--- config.mk ---
export PLATFORM = sky130hd
export DESIGN_NAME = led_fade_bank
export DESIGN_NICKNAME = d
export VERILOG_FILES = /design/src/rtl/led_fade_bank.sv
export SDC_FILE = /design/constraint.sdc
export NUM_CORES = 1
export LEC_CHECK = 0
export CAP_MARGIN = 20
export CORE_MARGIN = 4
export CORE_UTILIZATION = 63
export CTS_BUF_LIST = sky130_fd_sc_hd__clkbuf_16
export DETAILED_ROUTE_END_ITERATION = 7
export PLACE_DENSITY = 0.82
export SETUP_SLACK_MARGIN = 0.3
export SYNTH_ARGS = -nofsm -noshare
export SYNTH_HDL_FRONTEND = slang
export SYNTH_SLANG_ARGS = --single-unit
export TNS_END_PERCENT = 100
--- constraint.sdc ---
create_clock -name clk -period 4.6 [get_ports clk]
set_input_delay 0.46 -clock clk [delete_from_list [all_inputs] [get_ports clk]]
set_output_delay 0.46 -clock clk [all_outputs]
set_load 0.005 [all_outputs]
--- src/rtl/led_fade_bank.sv ---
// Bank of PWM LED channels with register-mapped targets and a slow linear
// fade engine that only moves brightness at PWM period boundaries.
module led_fade_bank #(
    parameter int         CHANNELS   = 4,
    parameter int         CTR_BITS   = 18,
    parameter logic [6:0] BASE_ADDR  = 7'h10,
    parameter logic [7:0] VERSION    = 8'h20,
    parameter bit         ACTIVE_LOW = 1'b1
) (
    input  logic                clk,
    input  logic                rst,
    input  logic [6:0]          regnum,
    input  logic [7:0]          regdata_write,
    input  logic                write,
    output logic [7:0]          regdata_read,
    output logic [CHANNELS-1:0] led_out,
    output logic                period_tick
);

    localparam logic [CHANNELS-1:0] LED_OFF = {CHANNELS{ACTIVE_LOW}};

    logic [CTR_BITS-1:0] cnt;
    logic [7:0]          fade_cnt;
    logic [7:0]          fade_rate;
    logic                enable;
    logic [7:0]          target [CHANNELS];
    logic [7:0]          level  [CHANNELS];
    logic [CHANNELS-1:0] raw_pwm;
    logic [CHANNELS-1:0] led_q;
    logic [7:0]          status;

    logic       tick;
    logic       hit;
    logic [7:0] off;
    logic       wr_ctrl;
    logic       wr_rate;
    logic       fade_step;

    // Offset computed one bit wider so regnum below BASE_ADDR never aliases into the map.
    assign hit     = (regnum >= BASE_ADDR);
    assign off     = {1'b0, regnum} - {1'b0, BASE_ADDR};
    assign wr_ctrl = write && hit && (off == 8'd1);
    assign wr_rate = write && hit && (off == 8'd2);

    assign tick        = &cnt;
    assign period_tick = tick && !rst;
    assign fade_step   = (fade_rate != 8'd0) && (fade_cnt == fade_rate - 8'd1);

    function automatic logic [7:0] step_toward(input logic [7:0] lvl, input logic [7:0] tgt);
        if (lvl < tgt)
            return lvl + 8'd1;
        else if (lvl > tgt)
            return lvl - 8'd1;
        else
            return lvl;
    endfunction

    always_comb begin
        raw_pwm = '0;
        status  = 8'h00;
        for (int n = 0; n < CHANNELS; n++) begin
            raw_pwm[n] = (cnt[CTR_BITS-1 -: 8] < level[n]);
            status[n]  = (level[n] != target[n]);
        end
    end

    always_ff @(posedge clk) begin
        // NOTE: the target/level arrays are a handful of flops, so they are reset like any other state.
        if (rst) begin
            cnt       <= '0;
            fade_cnt  <= 8'd0;
            fade_rate <= 8'd0;
            enable    <= 1'b1;
            led_q     <= LED_OFF;
            for (int n = 0; n < CHANNELS; n++) begin
                target[n] <= 8'd0;
                level[n]  <= 8'd0;
            end
        end else begin
            cnt   <= cnt + CTR_BITS'(1);
            led_q <= ACTIVE_LOW ? ~(raw_pwm & {CHANNELS{enable}})
                                :  (raw_pwm & {CHANNELS{enable}});

            if (wr_ctrl)
                enable <= regdata_write[0];
            if (wr_rate)
                fade_rate <= regdata_write;

            // Level update reads the pre-edge target, so a coincident write lands next tick.
            for (int n = 0; n < CHANNELS; n++) begin
                if (write && hit && (off == 8'(4 + n)))
                    target[n] <= regdata_write;
                if (tick && enable) begin
                    if (fade_rate == 8'd0)
                        level[n] <= target[n];
                    else if (fade_step)
                        level[n] <= step_toward(level[n], target[n]);
                end
            end

            if (wr_rate)
                fade_cnt <= 8'd0;
            else if (tick && enable && (fade_rate != 8'd0))
                fade_cnt <= fade_step ? 8'd0 : fade_cnt + 8'd1;
        end
    end

    // Held inactive combinationally during reset so the first reset cycle is already dark.
    assign led_out = rst ? LED_OFF : led_q;

    always_comb begin
        regdata_read = 8'h00;
        if (hit) begin
            case (off)
                8'd0:    regdata_read = VERSION;
                8'd1:    regdata_read = {7'd0, enable};
                8'd2:    regdata_read = fade_rate;
                8'd3:    regdata_read = status;
                default: regdata_read = 8'h00;
            endcase
            for (int n = 0; n < CHANNELS; n++) begin
                if (off == 8'(4 + n))
                    regdata_read = target[n];
                if (off == 8'(4 + CHANNELS + n))
                    regdata_read = level[n];
            end
        end
    end

endmodule

**Word level (Yosys, flattened, before mapping)**

Memory sizes are Yosys's and may differ from the RTL's.
Index checks and enable logic that the tools add are counted.

- Input bits: 18
- Bits in writable memories: 64
- Logic and storage cells: 150
- Memories: 2
- Register bits: 39

Memory list:

| memory | depth | bits a word | rd ports | clocked after memory_dff | wr ports | RTL line | RTL |
|---|---|---|---|---|---|---|---|
| level | 4 | 8 | 4 | 0 | 4 | 27 | `logic [7:0] level [CHANNELS];` |
| target | 4 | 8 | 4 | 0 | 4 | 26 | `logic [7:0] target [CHANNELS];` |

- Eq/ne operators: 16
- Bitwise gates (word level): 14
- Multiplexer cells: 71
- Reductions and logical operators: 17
- Order comparisons: 13
- $add $sub $neg: 12

Operators by type and width:

| kind | number |
|---|---|
| 2-to-1 mux 8 bit | 46 |
| < comparator 8 bit | 8 |
| adder 8 x 1 -> 8 bit, second input constant | 5 |
| subtractor 8 x 1 -> 8 bit, second input constant | 5 |
| == test 8 x 3 -> 1 bit, second input constant | 4 |
| == test 8 x 4 -> 1 bit, second input constant | 4 |
| greater-than comparator 8 bit | 4 |
| inequality test 8 bit | 4 |
| case mux 8 bit (4 select lines) | 1 |
| 2-to-1 mux 1 bit | 23 |
| adder 18 x 1 -> 18 bit, second input constant | 1 |
| AND reduction 18 bit | 1 |
| == test 8 x 2 -> 1 bit, second input constant | 2 |
| zero test 8 bit | 2 |
| bitwise OR 1 bit | 12 |
| logical AND 1 bit | 11 |
| == test 8 x 1 -> 1 bit, second input constant | 1 |
| == test 8 bit | 1 |
| nonzero test 8 bit | 1 |
| subtractor 7 x 5 -> 8 bit, second input constant | 1 |
| >= comparator 7 x 5 -> 1 bit, second input constant | 1 |
| bitwise AND 4 bit | 1 |
| 2-to-1 mux 4 bit | 1 |
| NOT 4 bit | 1 |
| other kinds (2) | 2 |

**Logic depth before layout (Yosys ltp)**

- Depth in word-level cells: 12
- Depth in mapped cells: 13
- Gate-level depth less buffers: 13

**Least setup slack after synthesis**

OpenSTA, ideal clock, no wires.

- Kind: reg2reg
- Start point: reg fade_rate[0]
- End point: mem level[3][0] (netlist: level[0][24]), enable pin
- Slack: 1,316 ps
- Arrival: 2,909 ps
- Stages on the path, launching flop included: 12
- Library setup time: 375 ps
- Period minus slack after synthesis: 3,284 ps
- Required time: 4,225 ps
- Cells stage by stage: dfxtp_1 -> clkbuf_1 -> inv_1 -> ha_1 -> o21bai_1 -> a211oi_1 -> a211oi_1 -> a2111o_1 -> or3_1 -> buf_2 -> buf_2 -> o21bai_1

RTL lines:

| item | RTL line | RTL |
|---|---|---|
| from (decl) | 24 | `logic [7:0] fade_rate;` |
| from (signal assigned) | 87 | `fade_rate <= regdata_write;` |
| to (decl) | 27 |  |

**Worst setup path in the final report**

- Start point: in regnum[6]
- End point: out regdata_read[0]

- Word-level cells in the longest chain between the ends: 12
- Elaborated cells on any way between the ends: 24

Ends and longest elaborated chain:

| item | RTL line | RTL |
|---|---|---|
| from (decl) | 12 | `input logic [6:0] regnum,` |
| subtractor 7 x 5 -> 8 bit | 41 | `assign off = {1'b0, regnum} - {1'b0, BASE_ADDR};` |
| == test 8 x 2 -> 1 bit (tied with other cells) | 114 | `case (off)` |
| case mux 8 bit (4 select lines) | 114 |  |
| 2-to-1 mux 8 bit | 122 | `if (off == 8'(4 + n))` |
| 2-to-1 mux 8 bit | 124 | `if (off == 8'(4 + CHANNELS + n))` |
| 2-to-1 mux 8 bit | 122 |  |
| 2-to-1 mux 8 bit | 124 |  |
| 2-to-1 mux 8 bit | 122 |  |
| 2-to-1 mux 8 bit | 124 |  |
| 2-to-1 mux 8 bit | 122 |  |
| 2-to-1 mux 8 bit | 124 |  |
| 2-to-1 mux 8 bit * | 113 | `if (hit) begin` |
| to (decl) | 15 | `output logic [7:0] regdata_read,` |

Mark *: on every way between the ends. The rest lies on a longest branch, timed or not.

==> summary.md <==
| Metric | Value |
|---|---|
| Status | `completed` |
| Die Width | `121.0 um` |
| Distinct cells, synth | `67` |
| ANT cells | `0` |
| Synth Area per Inst | `8.817 um2` |
| Routed len/inst | `19.94 um` |
| First-pass GRT wire length | `34.93 mm` |
| Most numerous cell in the Yosys netlist | `ha_1` |
| Sequential area share after synthesis | `33.57%` |
| Max Fclk | `254.3 MHz` |
| Final non-filler cell total | `1112` |
| WHS | `0.4856 ns` |
| Crit path kind | `in -> out` |
| Nets | `1046` |
| Comb power frac | `16.2%` |
| Clock Skews | `0.006195 ns` |
| H-tree levels | `3` |
| Synthesized Nets | `1024` |
| P_sw | `597.6 uW` |
| CP Data Arrival Time | `3.47 ns` |
| Data required time of the critical path | `4.14 ns` |
| Layout cells sized above 1 | `4.468%` |
| Initial antenna violation count | `0` |
| Period utilization | `85.50%` |
| Total track usage | `31.08%` |
| Root buf cell | `clkbuf_16` |
| Setup_tns | `0 ns` |
| Worst IR Drop VDD | `244.4 uV` |
| Core Footprint | `12570 um2` |
| # setup viols final | `0` |
| Post-synth EDFFs | `64` |
| Post-layout minimum cycle time | `3.933 ns` |
| Sequential Power Share | `49.6%` |
| Routed vias/inst | `6.351` |
| Die area | `14650 um2` |
| Top cell type by total area after synthesis | `edfxtp_1` |
| Wirelength, routed | `22.18 mm` |
| Clock Power Share | `34.2%` |
| YS warnings | `0` |
| Via count | `7062` |
| Post-synthesis async set-or-reset flop share | `0%` |
| Worst-case clock buffer depth | `2` |
| Endpoint class of the critical path | `output port` |
| Vias in the first global route | `6532` |
| Reg clk slew, reported paths | `0.07 ns` |
| Sw frac | `28.20%` |
| P_leak | `0.003650 uW` |
| Most frequent cells after synthesis | `89 x ha_1, 87 x nor2_1, 73 x inv_1` |
| Setup ws final | `0.6672 ns` |
| Max Slew Vio Count | `0` |
| Inst Count DP | `1096` |
| Clock tree from TritonCTS | `yes` |
| I/O pins | `31` |
| Worst skew pair latency | `0.36 ns` |
| Largest net degree at the start of global routing | `42` |
| P_int | `1521 uW` |
| Overall power | `2119 uW` |
| Dpl hpwl | `17.04 mm` |
| Post-CTS setup buffer count | `0` |
| RD Place Congestion | `1.006` |
| Sink Count | `103` |
| Synth Flop Type | `edfxtp_1` |
| Unrepaired setup endpoints after global routing | `false` |
| Die Y | `121.0 um` |
| Initial core utilization | `64.05%` |
| Fin. Hold Viols | `0` |
| CP Max Fanout | `12` |
| Resized Gates After CTS | `0` |
| Seq cells post-synth | `103` |
| Pwr dens | `240.8 nW/um2` |
| 1st-pass router iterations | `5` |
| Synth area leaders | `edfxtp_1 24%, ha_1 14%, dfxtp_1 9.7%, nor2_1 4.1%, o21ai_0 3.5%` |
| Area Overhead vs Synth | `9.310%` |
| Post-Syn Area | `8050 um2` |
| DRC Markers | `0` |
| Cell count after synthesis | `913` |
| Crit path launch type | `input pin` |
| Yosys top cell area share | `23.87%` |
| Num CTS Buffers | `9` |
| Worst Tran Pin Value | `0.7311 ns` |
| Fill cell count | `1034` |
| FP Rows | `41` |
| Antenna Violating Nets Remaining | `0` |
| Worst Hold Class | `reg -> reg` |
| Post-CTS Hold Buffers | `0` |
| PortBufs | `30` |
| DRT iter0 DRCs | `743` |
| Max_cap viols | `0` |
| Pre-CTS setup slack | `0.6952 ns` |
| Grt ovf | `0` |
| Worst rel slew slack | `51.16%` |
[final timing paths]
check                    start              end  slack [ns]  cells past startpoint
setup / recovery     regnum[6]  regdata_read[0]        0.67                     10
hold / removal          cnt[0]           cnt[0]        0.49                      1
setup reg to reg  level[0][16]     level[0][23]        1.22                     13
hold reg to reg         cnt[0]           cnt[0]        0.49                      1
[sequential cells by signal (all words and copies together) (netlist names)]
register / cells
fade_rate: 8
level: 32
fade_cnt: 8
cnt: 18
enable: 1
led_q: 4
target: 32
[metrics by stage]
stage	cell area [um2]	util [%]
after CTS	8800	70.01
final	8800	70.01
after detailed placement	8527	67.84
after global routing	8800	70.01
after floorplan	8050	-
after global placement	8527	67.84
[layout make-up]
class	count	area, um2	area share, %
multi-input cells	707	4952	56.28
flip-flops and latches	103	2703	30.71
repair buffers	41	382.9	4.351
inverters	73	274.0	3.114
clock buffers	9	225.2	2.559
well taps	172	215.2	2.446
clock inverters	7	47.55	0.5403
[layout by cell type (no fill, tap or decap), drive strengths merged, types with 8 or more instances in the layout]
cell / count
a21o: 15
a21oi: 54
a22oi: 11
and2: 40
and4: 9
buf: 11
clkbuf: 9
clkdlybuf4s50: 30
dfxtp: 39
edfxtp: 64
ha: 89
inv: 76
mux2i: 16
nand2: 67
nand2b: 22
nand3: 19
nand4: 11
nor2: 87
nor2b: 9
nor3: 14
o21ai: 65
o22ai: 9
or3: 8
xnor2: 30
xor2: 22
[critical path, cell delays in order]
cell and delay, ns:
clkdlybuf4s50_1 0.52, inv_1 0.06, ha_1 0.30, and3b_1 0.45, nand3_1 0.25, o31a_1 0.33, o22ai_1 0.14, nand2_1 0.12
a221oi_1 0.27, clkdlybuf4s50_1 0.57
[cells by family (layout without fill, tap and decap cells)]
logic type	Yosys count	in the layout	synth area share, %
AND/OR/NAND/NOR	317	317	20.58
AO/OA/AOI/OAI	226	226	17.98
flip-flops	103	103	33.57
buffers and inverters	103	130	4.974
adder cells (fa/ha/maj)	93	93	14.83
XOR/XNOR	52	52	5.657
multiplexers	19	19	2.409
[metal layers]
| layer | wire, um | share of wire [%] | up-vias | track usage, % |
|---|---|---|---|---|
| li1 | - | - | 3347 | - |
| met1 | 9570 | 43 | 3304 | 43.58 |
| met2 | 9817 | 44 | 357 | 47.45 |
| met3 | 2170 | 9.8 | 54 | 7.692 |
| met4 | 617 | 2.8 | 0 | 9.632 |
| met5 | 0 | 0 | - | 0 |
[power by group through the flow]
stage                     combinational (uW)  sequential, uW  clock, uW
final                                    343            1050        725
after global routing                     381            1050        773
after CTS                                340            1050        731
after detailed placement                 337            1070          0
after global placement                   331            1070          0
after floorplan                          242            1050          0
(Power assumes the default switching activity.)
